$ cat src/rtl/data_types_pkg.sv
// Shared types for the I2C environment.
//   i2c_op_t           : transfer direction taken from the address byte LSB
//   i2c_slave_state_t  : responder FSM states
//   I2C_ACK / I2C_NACK : SDA level of the acknowledge bit
package data_types_pkg;

  typedef enum logic {
    WRITE = 1'b0,
    READ  = 1'b1
  } i2c_op_t;

  typedef enum logic [3:0] {
    IDLE,
    ADDR,
    ADDR_ACK,
    WR_BYTE,
    WR_ACK,
    RD_LOAD,
    RD_BYTE,
    RD_MACK,
    IGNORE
  } i2c_slave_state_t;

  localparam logic I2C_ACK  = 1'b0;
  localparam logic I2C_NACK = 1'b1;

endpackage

$ cat src/rtl/i2c_line_sync.sv
// Synchronizes the resolved SCL/SDA bus wires into clk_i and flags bus events.
//   scl_i, sda_i : raw bus levels
//   scl_s, sda_s : synchronized levels, aligned with the flags below
//   scl_rise     : SCL went high          scl_fall  : SCL went low
//   start_det    : SDA fell while SCL high stop_det : SDA rose while SCL high
// A pin edge shows up on its flag SYNC_STAGES+1 cycles later.
module i2c_line_sync #(
  parameter int SYNC_STAGES = 2
) (
  input  logic clk_i,
  input  logic rst_i,
  input  logic scl_i,
  input  logic sda_i,
  output logic scl_s,
  output logic sda_s,
  output logic scl_rise,
  output logic scl_fall,
  output logic start_det,
  output logic stop_det
);

  logic [SYNC_STAGES-1:0] scl_sync_p0;
  logic [SYNC_STAGES-1:0] sda_sync_p0;
  logic                   scl_hist_p1;
  logic                   sda_hist_p1;
  logic                   scl_cur;
  logic                   sda_cur;

  assign scl_cur = scl_sync_p0[SYNC_STAGES-1];
  assign sda_cur = sda_sync_p0[SYNC_STAGES-1];

  // Flops reset to the idle bus level so reset release never fakes an edge.
  always_ff @(posedge clk_i or posedge rst_i) begin
    if (rst_i) begin
      scl_sync_p0 <= '1;
      sda_sync_p0 <= '1;
      scl_hist_p1 <= 1'b1;
      sda_hist_p1 <= 1'b1;
      scl_rise    <= 1'b0;
      scl_fall    <= 1'b0;
      start_det   <= 1'b0;
      stop_det    <= 1'b0;
    end else begin
      // stage p0: metastability chain
      scl_sync_p0[0] <= scl_i;
      sda_sync_p0[0] <= sda_i;
      for (int i = 1; i < SYNC_STAGES; i++) begin
        scl_sync_p0[i] <= scl_sync_p0[i-1];
        sda_sync_p0[i] <= sda_sync_p0[i-1];
      end
      // stage p1: history plus registered edge/condition flags
      scl_hist_p1 <= scl_cur;
      sda_hist_p1 <= sda_cur;
      scl_rise    <= scl_cur & ~scl_hist_p1;
      scl_fall    <= ~scl_cur & scl_hist_p1;
      start_det   <= scl_cur & scl_hist_p1 & sda_hist_p1 & ~sda_cur;
      stop_det    <= scl_cur & scl_hist_p1 & ~sda_hist_p1 & sda_cur;
    end
  end

  // The history flops hold the level that the registered flags describe.
  assign scl_s = scl_hist_p1;
  assign sda_s = sda_hist_p1;

endmodule

$ cat src/rtl/i2c_slave_rsp.sv
// I2C target answering a single address.
//   clk_i, rst_i          : system clock (>= 8x SCL), async active-high reset
//   scl_i, sda_i          : resolved bus wires
//   scl_o, sda_o          : open-drain drives, 0 = pull low, 1 = release
//   rx_data_o, rx_valid_o : last master-written byte, one-cycle strobe
//   tx_data_i, tx_valid_i : byte to return on a master read
//   tx_ready_o            : byte is consumed in the cycle this is high
//   op_o                  : direction of the current transfer
//   busy_o                : addressed, until STOP
module i2c_slave_rsp
  import data_types_pkg::*;
#(
  parameter int                        I2C_ADDR_WIDTH = 7,
  parameter int                        I2C_DATA_WIDTH = 8,
  parameter logic [I2C_ADDR_WIDTH-1:0] SLAVE_ADDR     = 7'h22,
  parameter int                        SYNC_STAGES    = 2
) (
  input  logic                      clk_i,
  input  logic                      rst_i,
  input  logic                      scl_i,
  input  logic                      sda_i,
  output logic                      scl_o,
  output logic                      sda_o,
  output logic [I2C_DATA_WIDTH-1:0] rx_data_o,
  output logic                      rx_valid_o,
  input  logic [I2C_DATA_WIDTH-1:0] tx_data_i,
  input  logic                      tx_valid_i,
  output logic                      tx_ready_o,
  output i2c_op_t                   op_o,
  output logic                      busy_o
);

  localparam int                CNT_W    = $clog2(I2C_DATA_WIDTH);
  localparam logic [CNT_W-1:0] LAST_BIT = CNT_W'(I2C_DATA_WIDTH - 1);

  logic                      scl_s;
  logic                      sda_s;
  logic                      scl_rise;
  logic                      scl_fall;
  logic                      start_det;
  logic                      stop_det;

  i2c_slave_state_t          state;
  logic [CNT_W-1:0]          bit_cnt;
  logic [I2C_DATA_WIDTH-1:0] shreg;
  logic [I2C_DATA_WIDTH-1:0] shreg_in;
  logic                      ack_pend;
  logic                      addr_hit;

  i2c_line_sync #(
    .SYNC_STAGES(SYNC_STAGES)
  ) u_sync (
    .clk_i    (clk_i),
    .rst_i    (rst_i),
    .scl_i    (scl_i),
    .sda_i    (sda_i),
    .scl_s    (scl_s),
    .sda_s    (sda_s),
    .scl_rise (scl_rise),
    .scl_fall (scl_fall),
    .start_det(start_det),
    .stop_det (stop_det)
  );

  assign shreg_in = {shreg[I2C_DATA_WIDTH-2:0], sda_s};
  assign addr_hit = (shreg_in[I2C_DATA_WIDTH-1 -: I2C_ADDR_WIDTH] == SLAVE_ADDR);

  // Ready is combinational so the capture and the handshake share one cycle.
  // Only load while SCL is really low so SDA never moves under a high clock.
  assign tx_ready_o = (state == RD_LOAD) && tx_valid_i && !scl_s && !start_det && !stop_det;

  // ack_pend marks "byte/ack bit sampled, act on the coming SCL fall".
  always_ff @(posedge clk_i or posedge rst_i) begin
    if (rst_i) begin
      state      <= IDLE;
      bit_cnt    <= '0;
      shreg      <= '0;
      ack_pend   <= 1'b0;
      scl_o      <= 1'b1;
      sda_o      <= 1'b1;
      rx_data_o  <= '0;
      rx_valid_o <= 1'b0;
      op_o       <= WRITE;
      busy_o     <= 1'b0;
    end else begin
      rx_valid_o <= 1'b0;
      if (stop_det) begin
        state    <= IDLE;
        ack_pend <= 1'b0;
        scl_o    <= 1'b1;
        sda_o    <= 1'b1;
        busy_o   <= 1'b0;
      end else if (start_det) begin
        state    <= ADDR;
        bit_cnt  <= '0;
        ack_pend <= 1'b0;
        scl_o    <= 1'b1;
        sda_o    <= 1'b1;
      end else begin
        unique case (state)
          IDLE, IGNORE: begin
          end
          ADDR: begin
            if (scl_rise && !ack_pend) begin
              shreg   <= shreg_in;
              bit_cnt <= bit_cnt + CNT_W'(1);
              if (bit_cnt == LAST_BIT) begin
                if (addr_hit) begin
                  op_o     <= i2c_op_t'(shreg_in[0]);
                  busy_o   <= 1'b1;
                  ack_pend <= 1'b1;
                end else begin
                  state <= IGNORE;
                end
              end
            end else if (scl_fall && ack_pend) begin
              sda_o    <= I2C_ACK;
              ack_pend <= 1'b0;
              state    <= ADDR_ACK;
            end
          end
          ADDR_ACK: begin
            if (scl_fall) begin
              sda_o   <= I2C_NACK;
              bit_cnt <= '0;
              if (op_o == READ) begin
                // Hold SCL from the start of the low phase until data is in.
                scl_o <= 1'b0;
                state <= RD_LOAD;
              end else begin
                state <= WR_BYTE;
              end
            end
          end
          WR_BYTE: begin
            if (scl_rise && !ack_pend) begin
              shreg   <= shreg_in;
              bit_cnt <= bit_cnt + CNT_W'(1);
              if (bit_cnt == LAST_BIT) begin
                rx_data_o  <= shreg_in;
                rx_valid_o <= 1'b1;
                ack_pend   <= 1'b1;
              end
            end else if (scl_fall && ack_pend) begin
              sda_o    <= I2C_ACK;
              ack_pend <= 1'b0;
              state    <= WR_ACK;
            end
          end
          WR_ACK: begin
            if (scl_fall) begin
              sda_o   <= I2C_NACK;
              bit_cnt <= '0;
              state   <= WR_BYTE;
            end
          end
          RD_LOAD: begin
            if (tx_ready_o) begin
              sda_o   <= tx_data_i[I2C_DATA_WIDTH-1];
              shreg   <= {tx_data_i[I2C_DATA_WIDTH-2:0], 1'b0};
              bit_cnt <= '0;
              scl_o   <= 1'b1;
              state   <= RD_BYTE;
            end else begin
              scl_o <= 1'b0;
            end
          end
          RD_BYTE: begin
            if (scl_fall) begin
              if (bit_cnt == LAST_BIT) begin
                sda_o <= I2C_NACK;
                state <= RD_MACK;
              end else begin
                sda_o   <= shreg[I2C_DATA_WIDTH-1];
                shreg   <= {shreg[I2C_DATA_WIDTH-2:0], 1'b0};
                bit_cnt <= bit_cnt + CNT_W'(1);
              end
            end
          end
          RD_MACK: begin
            if (scl_rise && !ack_pend) begin
              if (sda_s == I2C_ACK) ack_pend <= 1'b1;
              else                  state    <= IGNORE;
            end else if (scl_fall && ack_pend) begin
              ack_pend <= 1'b0;
              scl_o    <= 1'b0;
              state    <= RD_LOAD;
            end
          end
          default: state <= IDLE;
        endcase
      end
    end
  end

endmodule
$ cat config.mk
export PLATFORM = sky130hd
export DESIGN_NAME = i2c_slave_rsp
export DESIGN_NICKNAME = d
export VERILOG_FILES = /design/src/rtl/data_types_pkg.sv /design/src/rtl/i2c_line_sync.sv /design/src/rtl/i2c_slave_rsp.sv
export SDC_FILE = /design/constraint.sdc
export NUM_CORES = 1
export LEC_CHECK = 0
export CAP_MARGIN = 20
export CORE_ASPECT_RATIO = 1.75
export CORE_MARGIN = 4
export CORE_UTILIZATION = 49
export DETAILED_ROUTE_END_ITERATION = 7
export PLACE_DENSITY = 0.75
export SYNTH_ARGS = -nofsm -noshare
export SYNTH_HDL_FRONTEND = slang
export SYNTH_HIERARCHICAL = 1
export SYNTH_SLANG_ARGS = --single-unit
$ cat constraint.sdc
create_clock -name clk_i -period 1.9 [get_ports clk_i]
set_input_delay 0.38 -clock clk_i [delete_from_list [all_inputs] [get_ports clk_i]]
set_output_delay 0.38 -clock clk_i [all_outputs]
set_load 0.01 [all_outputs]
# ---- After elaboration in Yosys (flattened, before gate mapping)
# Index checks and enable logic that the tools add are counted.
dict set report word_totals {
  ff_bits 39
  latchBits 0
  ram_bits 0
  mem_bits_ro 0
  input_bits 13
  wordCells 171
  n_memories 0
}
dict set report classes {
  n_addsub 1
  mul 0
  div 0
  n_lt_le_gt_ge 0
  n_eq_ne 42
  shift 0
  muxes 65
  bitwise 13
  n_reduce_logical 32
}
# cell count
set ops {}
lappend ops {{$mux 4} 16}
lappend ops {{$ne 5x3->1 const B} 7}
lappend ops {{$mux 1} 32}
lappend ops {{$mux 8} 4}
lappend ops {{$ne 4x2->1 const B} 8}
lappend ops {{$pmux 4 s8} 1}
lappend ops {{$pmux 8 s3} 1}
lappend ops {{$mux 3} 7}
lappend ops {{$ne 4x1->1 const B} 5}
lappend ops {{$reduce_and 5->1} 4}
lappend ops {{$eq 4x3->1 const B} 4}
lappend ops {{$reduce_bool 5->1} 3}
lappend ops {{$reduce_and 7->1} 2}
lappend ops {{$reduce_and 13->1} 1}
lappend ops {{$ne 3x1->1 const B} 4}
lappend ops {{$pmux 3 s4} 1}
lappend ops {{$reduce_and 6->1} 2}
lappend ops {{$eq 4x2->1 const B} 2}
lappend ops {{$reduce_bool 2->1} 4}
lappend ops {{$and 1x1->1} 7}
lappend ops {{$eq 7x6->1 const B} 1}
lappend ops {{$logic_and 1x1->1} 6}
lappend ops {{$ne 2x2->1 const B} 3}
lappend ops {{$ne 3x2->1 const B} 2}
lappend ops {{14 further kinds} 26}

# ---- Longest topological paths before layout
dict set report logic_depth {
  ltp_word 9
  mapped_depth 8
  mapped_depth_nobuf 7
}

# ---- By module
# Netlist, hierarchy kept.
# mod instances cells_each area_per_inst_um2 seq_area_each_um2
set by_module_without_submodules {}
lappend by_module_without_submodules {i2c_slave_rsp 1 166 1764.2 728.2}
lappend by_module_without_submodules {i2c_line_sync 1 15 294.0 257.7}

# ---- Worst setup path before layout
# No wires, ideal clock.
dict set report synth_timing {
  path_kind {flip-flop to flip-flop}
  start {register bit_cnt[0]}
  end {register state[0]}
  arrival_ns 1.772
  required_ns 1.775
  setup_slack_ns 0.003
  stages_incl_launch_ff 8
  n_path_buf 0
  synth_period_minus_slack_ns 1.897
  path_cell_list {dfrtp_1 > ha_1 > ha_1 > nand4bb_1 > a211oi_1 > a221oi_2 > and3_4 > mux2_4}
}
dict set report synth_between {
  elab_chain_cells 3
  elab_cells_between_ends 4
  classes_between {eq/ne (3); reduce/logical (1)}
}
# element line_no
set synth_lines {}
lappend synth_lines {{from (decl)} i2c_slave_rsp.sv:44} ;# logic [CNT_W-1:0] bit_cnt;
lappend synth_lines {{from (signal assigned)} i2c_slave_rsp.sv:106} ;# bit_cnt <= bit_cnt + CNT_W'(1);
lappend synth_lines {{from (signal assigned)} i2c_slave_rsp.sv:138} ;# bit_cnt <= bit_cnt + CNT_W'(1);
lappend synth_lines {{from (signal assigned)} i2c_slave_rsp.sv:176} ;# bit_cnt <= bit_cnt + CNT_W'(1);
lappend synth_lines {{$eq 3x3->1 *} {i2c_slave_rsp.sv:107, i2c_slave_rsp.sv:170}}
lappend synth_lines {{$ne 5x3->1 (no source line) / $ne 4x2->1 (equally long branches)} --}
lappend synth_lines {{$reduce_and 13->1 (no source line) *} --}
lappend synth_lines {{to (signal assigned)} i2c_slave_rsp.sv:113} ;# state <= IGNORE;
lappend synth_lines {{to (signal assigned)} i2c_slave_rsp.sv:119} ;# state <= ADDR_ACK;
lappend synth_lines {{to (signal assigned)} i2c_slave_rsp.sv:172} ;# state <= RD_MACK;
lappend synth_lines {{to (decl)} i2c_slave_rsp.sv:43} ;# i2c_slave_state_t state;
# Every way passes the cells marked *; elsewhere a longest branch is shown, timed or not.
# A chain may end at the register's enable or synchronous reset.

# ---- Final worst setup path
dict set report layout_timing {
  start {register state[3]}
  end {register state[2]}
}
dict set report layout_between {
  elab_chain_cells 7
  elab_cells_between_ends 31
  classes_between {eq/ne (21); mux (3); reduce/logical (7)}
}
# element line_no
set layout_lines {}
lappend layout_lines {{from (signal assigned)} i2c_slave_rsp.sv:75} ;# state <= IDLE;
lappend layout_lines {{from (signal assigned)} i2c_slave_rsp.sv:88} ;# state <= IDLE;
lappend layout_lines {{from (signal assigned)} i2c_slave_rsp.sv:94} ;# state <= ADDR;
lappend layout_lines {{$eq 4x3->1} {i2c_slave_rsp.sv:70, i2c_slave_rsp.sv:100}}
lappend layout_lines {{$logic_and 1x1->1 (4 in series)} i2c_slave_rsp.sv:70} ;# assign tx_ready_o = (state == RD_LOAD) && tx_valid_i && !scl_s && !start_det && !stop_det;
lappend layout_lines {{$ne 4x2->1 (no source line)} --}
lappend layout_lines {{$reduce_and 13->1 (no source line)} --}
# Several ways; a longest one is shown, not always the timed one.

==> flow_metrics.tcl <==
set metrics [dict create \
    period_needed_ps 1960 \
    cp-start-kind "flop" \
    totalWireLength_um 5810 \
    wl_per_cell_um 19.4 \
    grt_max_degree 30 \
    yosys.area.top_type_share 0.377 \
    crit_type "reg2reg" \
    layout.nets 265 \
    fin_util 0.716 \
    root_buffer "clkbuf_8" \
    synthTopCellsByCount "31 x dfrtp_1, 19 x nand2_1, 11 x mux2_2" \
    worstSkewPairLatency_ps 300 \
    core_um2 3980 \
    synth_edf_count 0 \
    p_leak_nw 1.27 \
    grt.overflow.total 0 \
    cp.arrival_ps 2140 \
    setup_viol 5 \
    dr.pass1.iters 4 \
    rsz0062_at_grt "true" \
    areaGrowthSynthToFinish_pct 38.5 \
    met2_length_um 3150 \
    cp_max_fo 5 \
    hold_class "reg2reg" \
    clk_pin_slew_worst_paths_ps 80 \
    ys.flop_type "dfrtp_1" \
    vias 1767 \
    die_x_um 57.0 \
    place_congestion 0.971 \
    row_count 30 \
    power.total_w 0.00425 \
    hold_slack_ps 359 \
    grt.total_usage 0.230 \
    ios 27 \
    intPower_w 0.00271 \
    postSynthAreaPerCell_um2 11.4 \
    synth_area_leaders "dfrtp_1 38%, dfstp_2 10%, mux2_2 6.0%, nand2_1 3.5%, nor4b_4 2.3%" \
    worstMarginPinSlew_ps 493 \
    p_sw_w 0.00154 \
    grt_pass1_wl_um 9460 \
    start_util 0.517 \
    synth-seq-cells 39 \
    post-route-drc-count 0 \
    grt_pass1_vias 1962 \
    clock_path_buffers 2 \
    seq_area_frac_synth 0.479 \
    drv_cap 0 \
    syn_nets 196 \
    ant_nets 0 \
    cts_sinks 39 \
    drive_gt1_frac 0.430 \
    async_flop_share 1.00 \
    p_sw_frac 0.362 \
    vias_per_cell 5.91 \
    skew_ps 8.88 \
    routed-wl-met3_um 227 \
    drtIter0Drc 70 \
    cts-htree-levels 2 \
    synth_largest_area_cell "dfrtp_1" \
    cp-end-kind "flop" \
    hpwl_um 4180 \
    status "complete, but fails checks" \
    yosysUniqueCellTypes 51 \
    io_buffers 26 \
    vdd_ir_drop_max_mv 1.05 \
    maxSlewViolCount 0 \
    yosysMostFrequentCell "dfrtp_1" \
    cts_made_buffers 5 \
    synthCells 181 \
    dr.max_layer_used "met4" \
    dieArea_um2 5340 \
    cts_tree "yes" \
    powerDensity_nw_per_um2 1490 \
    n_antenna_cell 0 \
    met1Wirelength_um 2070 \
    setup_slack_ps -57.4 \
    violations "setup timing" \
    p_clk_frac 0.198 \
    post-route-period-util 1.03 \
    p_seq_frac 0.295 \
    power_frac_comb 0.507 \
    yosys_warnings 6 \
    die_h_um 93.7 \
    grt_antenna_before_repair 0 \
    syn_area_um2 2060 \
    hold_viol 0 \
    relSlewSlack 0.667 \
    cp.required_ps 2090 \
    max_clock_freq_mhz 511 \
]
==> placed cells by master, fill, tap and decap left out, types with 3 or more instances in the layout <==
cell,synthesis,layout
nor2b_1,7,5
a21oi_1,5,5
nand2_1,19,18
a31oi_1,5,5
clkbuf_8,3,5
o21ai_0,6,5
nor2_2,4,4
a31oi_2,3,3
buf_4,0,41
inv_1,9,9
clkdlybuf4s50_1,0,24
a22o_1,3,3
mux2_2,11,11
dfstp_2,8,8
dfrtp_1,31,29
nand3_1,4,4
nor2_1,10,10
==> flip-flops by register name, indices dropped and copies added, names as in the netlist, 2 cells and up <==
signal,flops
u_sync/scl_sync_p0,2
rx_data_o,8
u_sync/sda_sync_p0,2
shreg,8
state,4
bit_cnt,3
==> what timing repair did <==
action	in CTS	in global routing
setup buffers	2	6
hold buffers	0	0
pin swaps	6	6
gates cloned	1	0
setup endpoints to repair	13	17
gates resized for setup	11	15
==> worst max-delay path, stage by stage (launching register included) <==
cell,delay (ps)
dfrtp_1,480
and4bb_2,290
and2_4,190
a221oi_2,330
and3_4,260
mux2_4,290
==> final cells by class <==
| type | count | area (um2) |
|---|---|---|
| fillers | 313 | 1130 |
| multi-input cells | 126 | 1040 |
| flip-flops and latches | 39 | 988 |
| repair buffers | 69 | 593 |
| clock buffers | 5 | 68.8 |
| clock inverters | 3 | 67.6 |
| well taps | 48 | 60.1 |
| inverters | 9 | 33.8 |
==> routing by layer <==
layer,up-vias,GRT usage
met5,-,0
met4,0,0.141
met3,28,0.0481
met2,69,0.415
met1,876,0.235
li1,794,-
==> power groups by stage <==
stage / Sequential, W / Combinational (W) / Clock, W
after floorplan: 0.00119 / 0.00124 / 0
final: 0.00125 / 0.00215 / 0.000841
after global placement: 0.00122 / 0.00179 / 0
after detailed placement: 0.00124 / 0.00184 / 0
after global routing: 0.00127 / 0.00232 / 0.000895
after CTS: 0.00123 / 0.00196 / 0.000849
==> worst paths after layout <==
kind,start,end,slack (ps),cells after the start
hold / removal,u_sync/sda_sync_p0[0],u_sync/sda_sync_p0[1],360,0
min in group asynchronous,rst_i,u_sync/stop_det,380,2
setup reg to reg,state[3],state[2],-60,5
setup / recovery,state[3],state[2],-60,5
max in group asynchronous,rst_i,sda_o,1070,3
hold reg to reg,u_sync/sda_sync_p0[0],u_sync/sda_sync_p0[1],360,0
==> through the flow <==
step                cell area (um2)  setup slack [ps]  instances  TNS (ps)
finish                         2850             -57.4        299      -192
global route                   2850              -153        299      -573
floorplan                      2060              3.19        181         0
CTS                            2740             -58.8        293      -219
global placement               2560              -368        282     -4460
detailed placement             2560              -377        282     -4810
==> cell families (layout without fill, tap and decap cells) <==
group / count (synthesis) / count (layout) / synth area share
xor+xnor: 1 / 1 / 0.00426
buf+inv: 16 / 86 / 0.0584
mux: 15 / 15 / 0.0845
fa+ha+maj: 2 / 2 / 0.0122
flops: 39 / 39 / 0.479
simple gates: 71 / 71 / 0.218
compound gates: 37 / 37 / 0.143
No activity file was read; power rests on OpenSTA's default activity.
